<file path="config.mk">
export PLATFORM = sky130hd
export DESIGN_NAME = assert_collector
export DESIGN_NICKNAME = d
export VERILOG_FILES = /design/src/rtl/assert_collector_pkg.sv /design/src/rtl/sat_counter.sv /design/src/rtl/assert_collector.sv
export SDC_FILE = /design/constraint.sdc
export NUM_CORES = 1
export LEC_CHECK = 0
export CAP_MARGIN = 10
export CORE_MARGIN = 2
export CORE_UTILIZATION = 35
export CTS_CLUSTER_SIZE = 8
export DETAILED_ROUTE_END_ITERATION = 7
export DONT_BUFFER_PORTS = 1
export GPL_TIMING_DRIVEN = 0
export PLACE_DENSITY_LB_ADDON = 0.3
export SYNTH_ARGS = -nofsm -noshare
export SYNTH_HDL_FRONTEND = slang
export SYNTH_SLANG_ARGS = --single-unit
</file>
<file path="constraint.sdc">
create_clock -name clk -period 2.17 [get_ports clk]
set_input_delay 0.217 -clock clk [delete_from_list [all_inputs] [get_ports clk]]
set_output_delay 0.217 -clock clk [all_outputs]
set_load 0.1 [all_outputs]
</file>
<file path="src/rtl/assert_collector_pkg.sv">
// rtl/assert_collector_pkg.sv - shared types and helpers for the assertion collector
package assert_collector_pkg;

    typedef enum logic [1:0] {
        S_IDLE   = 2'd0,
        S_SETTLE = 2'd1,
        S_CHECK  = 2'd2,
        S_DONE   = 2'd3
    } state_e;

    localparam int STATE_W    = 2;
    localparam int MAX_ASSERT = 64;

    function automatic int id_width(input int n);
        return (n <= 1) ? 1 : $clog2(n);
    endfunction

    // Lowest set index; callers zero-extend their vector to MAX_ASSERT bits.
    function automatic int lowest_set(input logic [MAX_ASSERT-1:0] v);
        int idx;
        idx = 0;
        for (int i = MAX_ASSERT - 1; i >= 0; i--) begin
            if (v[i]) idx = i;
        end
        return idx;
    endfunction

endpackage

</file>
<file path="src/rtl/sat_counter.sv">
// rtl/sat_counter.sv - saturating up-counter with synchronous clear
module sat_counter #(
    parameter int W = 16
) (
    input  logic         clk,
    input  logic         rst,
    input  logic         clr,
    input  logic         inc,
    output logic [W-1:0] q
);

    always_ff @(posedge clk) begin
        if (rst || clr) begin
            q <= '0;
        end else if (inc && (q != {W{1'b1}})) begin
            q <= q + 1'b1;
        end
    end

endmodule

</file>
<file path="src/rtl/assert_collector.sv">
// rtl/assert_collector.sv - samples assertion checker flags and accumulates run statistics
module assert_collector
    import assert_collector_pkg::*;
#(
    parameter int N_ASSERT = 4,
    parameter int CNT_W    = 16,
    parameter int SETTLE   = 2,
    localparam int ID_W    = id_width(N_ASSERT)
) (
    input  logic                clk,
    input  logic                rst,
    input  logic                start,
    input  logic                stop,
    input  logic [N_ASSERT-1:0] valid,
    input  logic [N_ASSERT-1:0] mask,
    output logic [STATE_W-1:0]  state,
    output logic                done,
    output logic                fail,
    output logic [N_ASSERT-1:0] fail_vec,
    output logic [CNT_W-1:0]    fail_count,
    output logic [CNT_W-1:0]    cyc_count,
    output logic [ID_W-1:0]     first_fail_id,
    output logic [CNT_W-1:0]    first_fail_cyc
);

    localparam int SW = (SETTLE < 2) ? 1 : $clog2(SETTLE);
    localparam logic [SW-1:0] SETTLE_LAST = SW'((SETTLE > 0) ? SETTLE - 1 : 0);
    localparam state_e RUN_ENTRY = (SETTLE > 0) ? S_SETTLE : S_CHECK;

    state_e              state_q, state_d;
    logic                clr_stats;
    logic                check_en;
    logic [SW-1:0]       settle_q;
    logic [N_ASSERT-1:0] f;
    logic                any_f;

    // Masked bits drop out here, so X on their valid never propagates.
    assign f     = ~valid & ~mask;
    assign any_f = |f;

    always_ff @(posedge clk) begin
        if (rst) state_q <= S_IDLE;
        else     state_q <= state_d;
    end

    always_comb begin
        state_d   = state_q;
        clr_stats = 1'b0;
        check_en  = 1'b0;
        case (state_q)
            S_IDLE, S_DONE: begin
                if (start) begin
                    clr_stats = 1'b1;
                    state_d   = RUN_ENTRY;
                end
            end
            S_SETTLE: begin
                if (stop)                         state_d = S_DONE;
                else if (settle_q == SETTLE_LAST) state_d = S_CHECK;
            end
            S_CHECK: begin
                check_en = 1'b1;
                if (stop) state_d = S_DONE;
            end
            default: state_d = S_IDLE;
        endcase
    end

    sat_counter #(.W(SW)) u_settle_cnt (
        .clk (clk),
        .rst (rst),
        .clr (clr_stats),
        .inc (state_q == S_SETTLE),
        .q   (settle_q)
    );

    sat_counter #(.W(CNT_W)) u_cyc_cnt (
        .clk (clk),
        .rst (rst),
        .clr (clr_stats),
        .inc (check_en),
        .q   (cyc_count)
    );

    sat_counter #(.W(CNT_W)) u_fail_cnt (
        .clk (clk),
        .rst (rst),
        .clr (clr_stats),
        .inc (check_en && any_f),
        .q   (fail_count)
    );

    // first_fail_cyc captures cyc_count before this cycle's increment.
    always_ff @(posedge clk) begin
        if (rst || clr_stats) begin
            fail           <= 1'b0;
            fail_vec       <= '0;
            first_fail_id  <= '0;
            first_fail_cyc <= '0;
        end else if (check_en) begin
            fail_vec <= fail_vec | f;
            fail     <= fail | any_f;
            if (any_f && !fail) begin
                first_fail_id  <= ID_W'(lowest_set(MAX_ASSERT'(f)));
                first_fail_cyc <= cyc_count;
            end
        end
    end

    assign state = state_q;
    assign done  = (state_q == S_DONE);

endmodule

</file>
== After elaboration in Yosys (flattened, before gate mapping) ==
Cells that the tools add are included.
Word-level totals
  bits in read-only memories: 0
  output and inout port bits: 58
  word-level logic and storage cells: 49
  register bits after elaboration: 58
  RAM bits: 0
  latch bits: 0
  input bits: 12
  memories: 0
Operators by class
  $add $sub $neg: 3
  shifts and indexed selects: 0
  bitwise gates (word level): 6
  multiplexer cells: 12
  reduce and logical (&&, ||, !) cells: 12
  multipliers: 0
  order comparisons: 0
  equality and inequality tests: 8
  divide/modulo/power cells: 0
Operator list (number)
  $add A16 B1 Y16 const B: 2
  $ne A16 B16 Y1 const B: 2
  $mux W2: 8
  $not A4 Y4: 2
  $pmux W2 S3: 1
  $logic_and A1 B1 Y1: 5
  $and A4 B4 Y4: 1
  $eq A2 B2 Y1 const B: 2
  $ne A2 B2 Y1 const B: 2
  $or A4 B4 Y4: 1
  $reduce_or A4 Y1: 1
  $mux W1: 3
  $ne A3 B3 Y1 const B: 1
  $reduce_and A3 Y1: 1
  $eq A2 B1 Y1 const B: 1
  $logic_not A2 Y1: 1
  $reduce_and A2 Y1: 1
  $reduce_or A2 Y1: 1
  $add A1 B1 Y1 const B: 1
  $logic_not A1 Y1: 1
  $logic_or A1 B1 Y1: 1
  $not A1 Y1: 1
  $or A1 B1 Y1: 1

== Longest topological paths before layout ==
  depth after elaboration: 6
  gate-level depth with buffers: 8
  mapped depth without buffers: 6

== Cells and area by module ==
Synthesis repeated with hierarchy kept, for this count alone.
Unflattened totals
  cell total of the unflattened synthesis: 316
  area, all modules: 2824.0 sq um
By module, submodules not included
  sat_counter at u_cyc_cnt ...: times used 2, area each 847.1 sq um, cells each 95, seq. area each 320.3 sq um
  assert_collector: times used 1, area each 1096.1 sq um, cells each 123, seq. area each 500.5 sq um
  sat_counter at u_settle_cnt: times used 1, area each 33.8 sq um, cells each 3, seq. area each 20.0 sq um

== Worst setup path after synthesis ==
Ideal clock, no wire load.
  path type: flip-flop to flip-flop
  start: reg state_q[1] (netlist: state[1])
  end: reg u_cyc_cnt.q[9]
  stages on the path, launching flop included: 8
  path slack: -0.496 ns
  data required time: 2.100 ns
  period minus slack after synthesis: 2.666 ns
  buffers on the path: 2
  library setup time: 0.070 ns
  data arrival time: 2.597 ns
  path through: dfxtp_1 -> ha_1 -> buf_4 -> nand3_1 -> or3_1 -> clkbuf_2 -> or4_1 -> a21oi_1
On the way
  longest elaborated chain between the ends: 4
  elaborated cells between the ends (all ways): 8
  classes of those cells: eq/ne (2); mux (2); reduce/logical (4)
Ends and longest elaborated chain
  start, declared: RTL line assert_collector.sv:30  | state_e state_q, state_d;
  start signal, assigned: RTL line assert_collector.sv:43  | else state_q <= state_d;
  $eq A2 B2 Y1 or $logic_not A2 Y1 (tied branches): RTL line assert_collector.sv:50  | case (state_q)
  $reduce_or A2 Y1: RTL line assert_collector.sv:50
  $mux W1: RTL line assert_collector.sv:50
  $logic_or A1 B1 Y1: RTL line sat_counter.sv:13  | if (rst || clr) begin
  end signal, assigned: RTL line sat_counter.sv:16  | q <= q + 1'b1;
  end, declared: RTL line sat_counter.sv:9  | output logic [W-1:0] q
Several ways; a longest one is shown, not always the timed one.
A chain may end at the register's enable or synchronous reset.

== Worst setup path in the final report ==
  start: reg u_fail_cnt.q[11]
  end: reg u_fail_cnt.q[2]
On the way
  longest elaborated chain between the ends: 2
Ends and longest elaborated chain
  start, declared: RTL line sat_counter.sv:9
  start signal, assigned: RTL line sat_counter.sv:16
  $ne A16 B16 Y1: RTL line sat_counter.sv:15  | end else if (inc && (q != {W{1'b1}})) begin
  $logic_and A1 B1 Y1: RTL line sat_counter.sv:15
No other way between the ends.

==> reports/metrics.csv <==
stage,metric,value,unit
place,input/output buffers,0,
place,Final GP Congestion,0.8596,
setup_path,kind of end point of the critical path,register,
logic_synthesis,Synth cell types,47,
pwr,Sw Share,36.85,%
timing,measured slew at the worst slew-check pin,1008,ps
logic_synthesis,#FFs+latches synth,58,
layout,Area growth syn-to-layout,21.24,%
logic_synthesis,YS warnings,0,
logic_synthesis,Post-synth EDFFs,0,
layout,Util after Layout,43.27,%
pwr,Clock power frac,34.8,%
route,Via Count,2437,
floorplan,Die X,92.08,microns
timing,Slew Limit Fails,0,
clock_tree,clock tree buffer depth,2,
worst_hold_path,hold path start,start,
clock_tree,H-tree Lvls,3,
logic_synthesis,syn avg cell area,8.730,sq um
global_routing,first-pass GRT wire length,11500,microns
setup_path,slowest CP cell,dfxtp_2,
route,max layer used,met4,
timing,Final period util,96.16,%
floorplan,die height,92.08,microns
setup_path,crit-path cells,"nand4_1, or4_1, a31oi_1, a41o_1",
route,DRT iter0 DRCs,100,
global_routing,largest net degree at the start of global routing,11,
logic_synthesis,prevailing post-synth register cell,dfxtp_1,
layout,n_diodes,0,
setup_path,CP Launch Point,u_fail_cnt.q[11],
timing,headroom to the max-slew limit,32.69,%
route,met1 wire length,2976,microns
floorplan,starting density of the core,35.69,%
route,Residual DRC,0,
logic_synthesis,post-synthesis cell count,311,
layout,ratio of cells with drive above 1 in the final layout,24.09,%
floorplan,Die Footprint,8478,sq um
layout,most frequent cells in the layout,"nor2_1 (38), dfxtp_4 (30), a21oi_1 (24)",
floorplan,row count,32,
setup_path,RR Startpoint,u_fail_cnt.q[11],
setup_path,largest fanout on the critical path,5,
floorplan,I/O pin total,70,
place,dpl hpwl,4861,microns
route,Vias/cell,5.667,
pwr,Power per Cell Area,963.1,nW/um^2
logic_synthesis,Area contributors post-synth,"dfxtp_1 (43%), mux2i_1 (7.4%), nor2_1 (5.3%), a21oi_1 (4.6%), or4_1 (3.3%)",
logic_synthesis,mapped cell area,2715,sq um
global_routing,initial antenna violation count,0,
logic_synthesis,ys async rst share,0,%
layout,"commonest non-fill, non-tap cell in the layout",nor2_1,
clock_tree,"CTS clk-pin slew, worst paths",60,ps
layout,Final #Nets,340,
setup_path,CP arrival,2350,ps
floorplan,core footprint,7607,sq um
timing,final hold vios,0,
timing,clock skew,11.51,ps
setup_path,worst setup path class,reg2reg,
timing,setup violators final,0,
route,first-pass detailed-route iteration total,4,
route,metal2 WL,3512,microns
timing,highest clock rate,479.2,MHz
clock_tree,total clock buffers created by CTS,9,
place,Placed Area,2893,sq um
setup_path,required time worst endpoint,2430,ps
route,Routed Antenna Nets,0,
route,DR WL met3,531,microns
clock_tree,Clock Tree Root,clkbuf_8,
pwr,total power,3.170,mW
route,DRT Wirelength,7090,microns
logic_synthesis,Yosys top cell area share,42.76,%
global_routing,number of global-route vias before repair,2294,
global_routing,GRT Resource Usage Total,17.03,%
clock_tree,later-pin clock latency in the skew report,330,ps
outcome,status,"complete, no violations",
route,drt wl/cell,16.49,microns
logic_synthesis,post-synth top area cell,dfxtp_1,
logic_synthesis,sequential-to-total area share from yosys stat,42.76,%
layout,final instance area,3292,sq um
setup_path,CP Launch Type,register,
pwr,switching pwr,1.168,mW
pwr,maximum VDD drop,0.3667,mV
clock_tree,Num Clock Sinks,58,
setup_path,CP max stage delay,700,ps
pwr,Pleak,1.206,nW
clock_tree,CTS tree,yes,
worst_hold_path,Hold WC Path Type,in2reg,
global_routing,GRT Residual Overflow,0,
logic_synthesis,syn_nets,328,
pwr,Combinational Power Share,20.7,%
pwr,internal power,2.002,mW
pwr,sequential share of power,44.5,%
timing,fin crit period,2087,ps
job,maxcap violations,0,
==> worst max-delay path, delay by kind of cell, from the launching register on <==
family / cells / cell delay [ps]
AO/OA/AOI/OAI: 2 / 320
AND/OR/NAND/NOR: 2 / 990
flip-flops: 1 / 700
==> registers in the layout, indices dropped and copies added, names as in the netlist <==
register,flops
first_fail_id,2
state,2
first_fail_cyc,16
fail,1
fail_vec,4
u_settle_cnt.q,1
u_cyc_cnt.q,16
u_fail_cnt.q,16
==> synth_stat cells, types with 2 or more instances <==
library cell  instances
nor2_1               38
ha_1                  5
nand3_1              11
o22ai_1               2
nor3_1                5
nor4_1                5
or4_1                12
nand4_1              12
dfxtp_1              58
a31oi_1               6
a21oi_1              25
or3_1                 4
a311oi_1              2
and4_1                5
o31ai_1              10
a21o_1                3
a211oi_1              3
nand2_1              20
a41o_1                3
o21ai_0               9
inv_1                 8
mux2i_1              20
o211ai_1              2
and3_1                4
nand2b_1              4
buf_2                 5
clkbuf_1             10
==> worst paths after layout <==
kind                                         to  slack [ps]  depth (start not counted)
worst max-delay path            u_fail_cnt.q[2]          80                          4
worst min-delay path                   state[1]          70                          2
worst max register to register  u_fail_cnt.q[2]          80                          4
worst min register to register   u_settle_cnt.q         500                          2
==> cell families (layout without fill, tap and decap cells) <==
group	count (synthesis)	after routing	share of synthesized area, %
AND/OR/NAND/NOR	128	128	25.58
AO/OA/AOI/OAI	73	73	17.37
flip-flops	58	58	42.76
buffers and inverters	26	43	4.286
multiplexers	20	20	7.373
adder cells (fa/ha/maj)	5	5	2.304
XOR/XNOR	1	1	0.3226
==> cell type report <==
class	count	area, sq um
inverter	8	30.03
timing repair buffer	3	25.02
sequential	58	1280
multi-input combinational	227	1523
clock inverter	4	73.82
clock buffer	12	145.1
buffer	16	87.58
fill	779	4315
tap	102	127.6
==> timing repair <==
item / in CTS / in global routing
hold buffers: 1 / 0
pin swaps: 1 / 1
resized for setup: 31 / 24
hold endpoints to repair: 2 / 0
buffers inserted: 1 / 1
setup endpoints to repair: 52 / 39
==> power groups by stage <==
stage	Clock (mW)	Sequential [mW]	Combinational (mW)
2_1_floorplan	0	1.43	0.453
3_3_place_gp	0	1.45	0.587
3_5_place_dp	0	1.45	0.602
4_1_cts	1.14	1.42	0.623
5_1_grt	1.19	1.42	0.731
6_report	1.10	1.41	0.658
==> through the flow <==
step / setup WS, ps / instances / hold slack [ps] / setup TNS [ps]
global route: -1.246 / 430 / 76.84 / -1.246
CTS: -48.95 / 431 / 52.01 / -48.95
floorplan: 17.64 / 311 / 276.4 / 0
finish: 83.34 / 430 / 72.86 / 0
detailed placement: -529.3 / 413 / 281.1 / -14530
global placement: -497.2 / 413 / 279.3 / -12900
==> routing by layer <==
metal / GRT usage [%] / vias up
li1: - / 1205
met1: 20.26 / 1145
met2: 27.70 / 83
met3: 7.231 / 4
met4: 5.597 / 0
met5: 0 / -
Note: power is estimated with default switching activity, not from simulation.
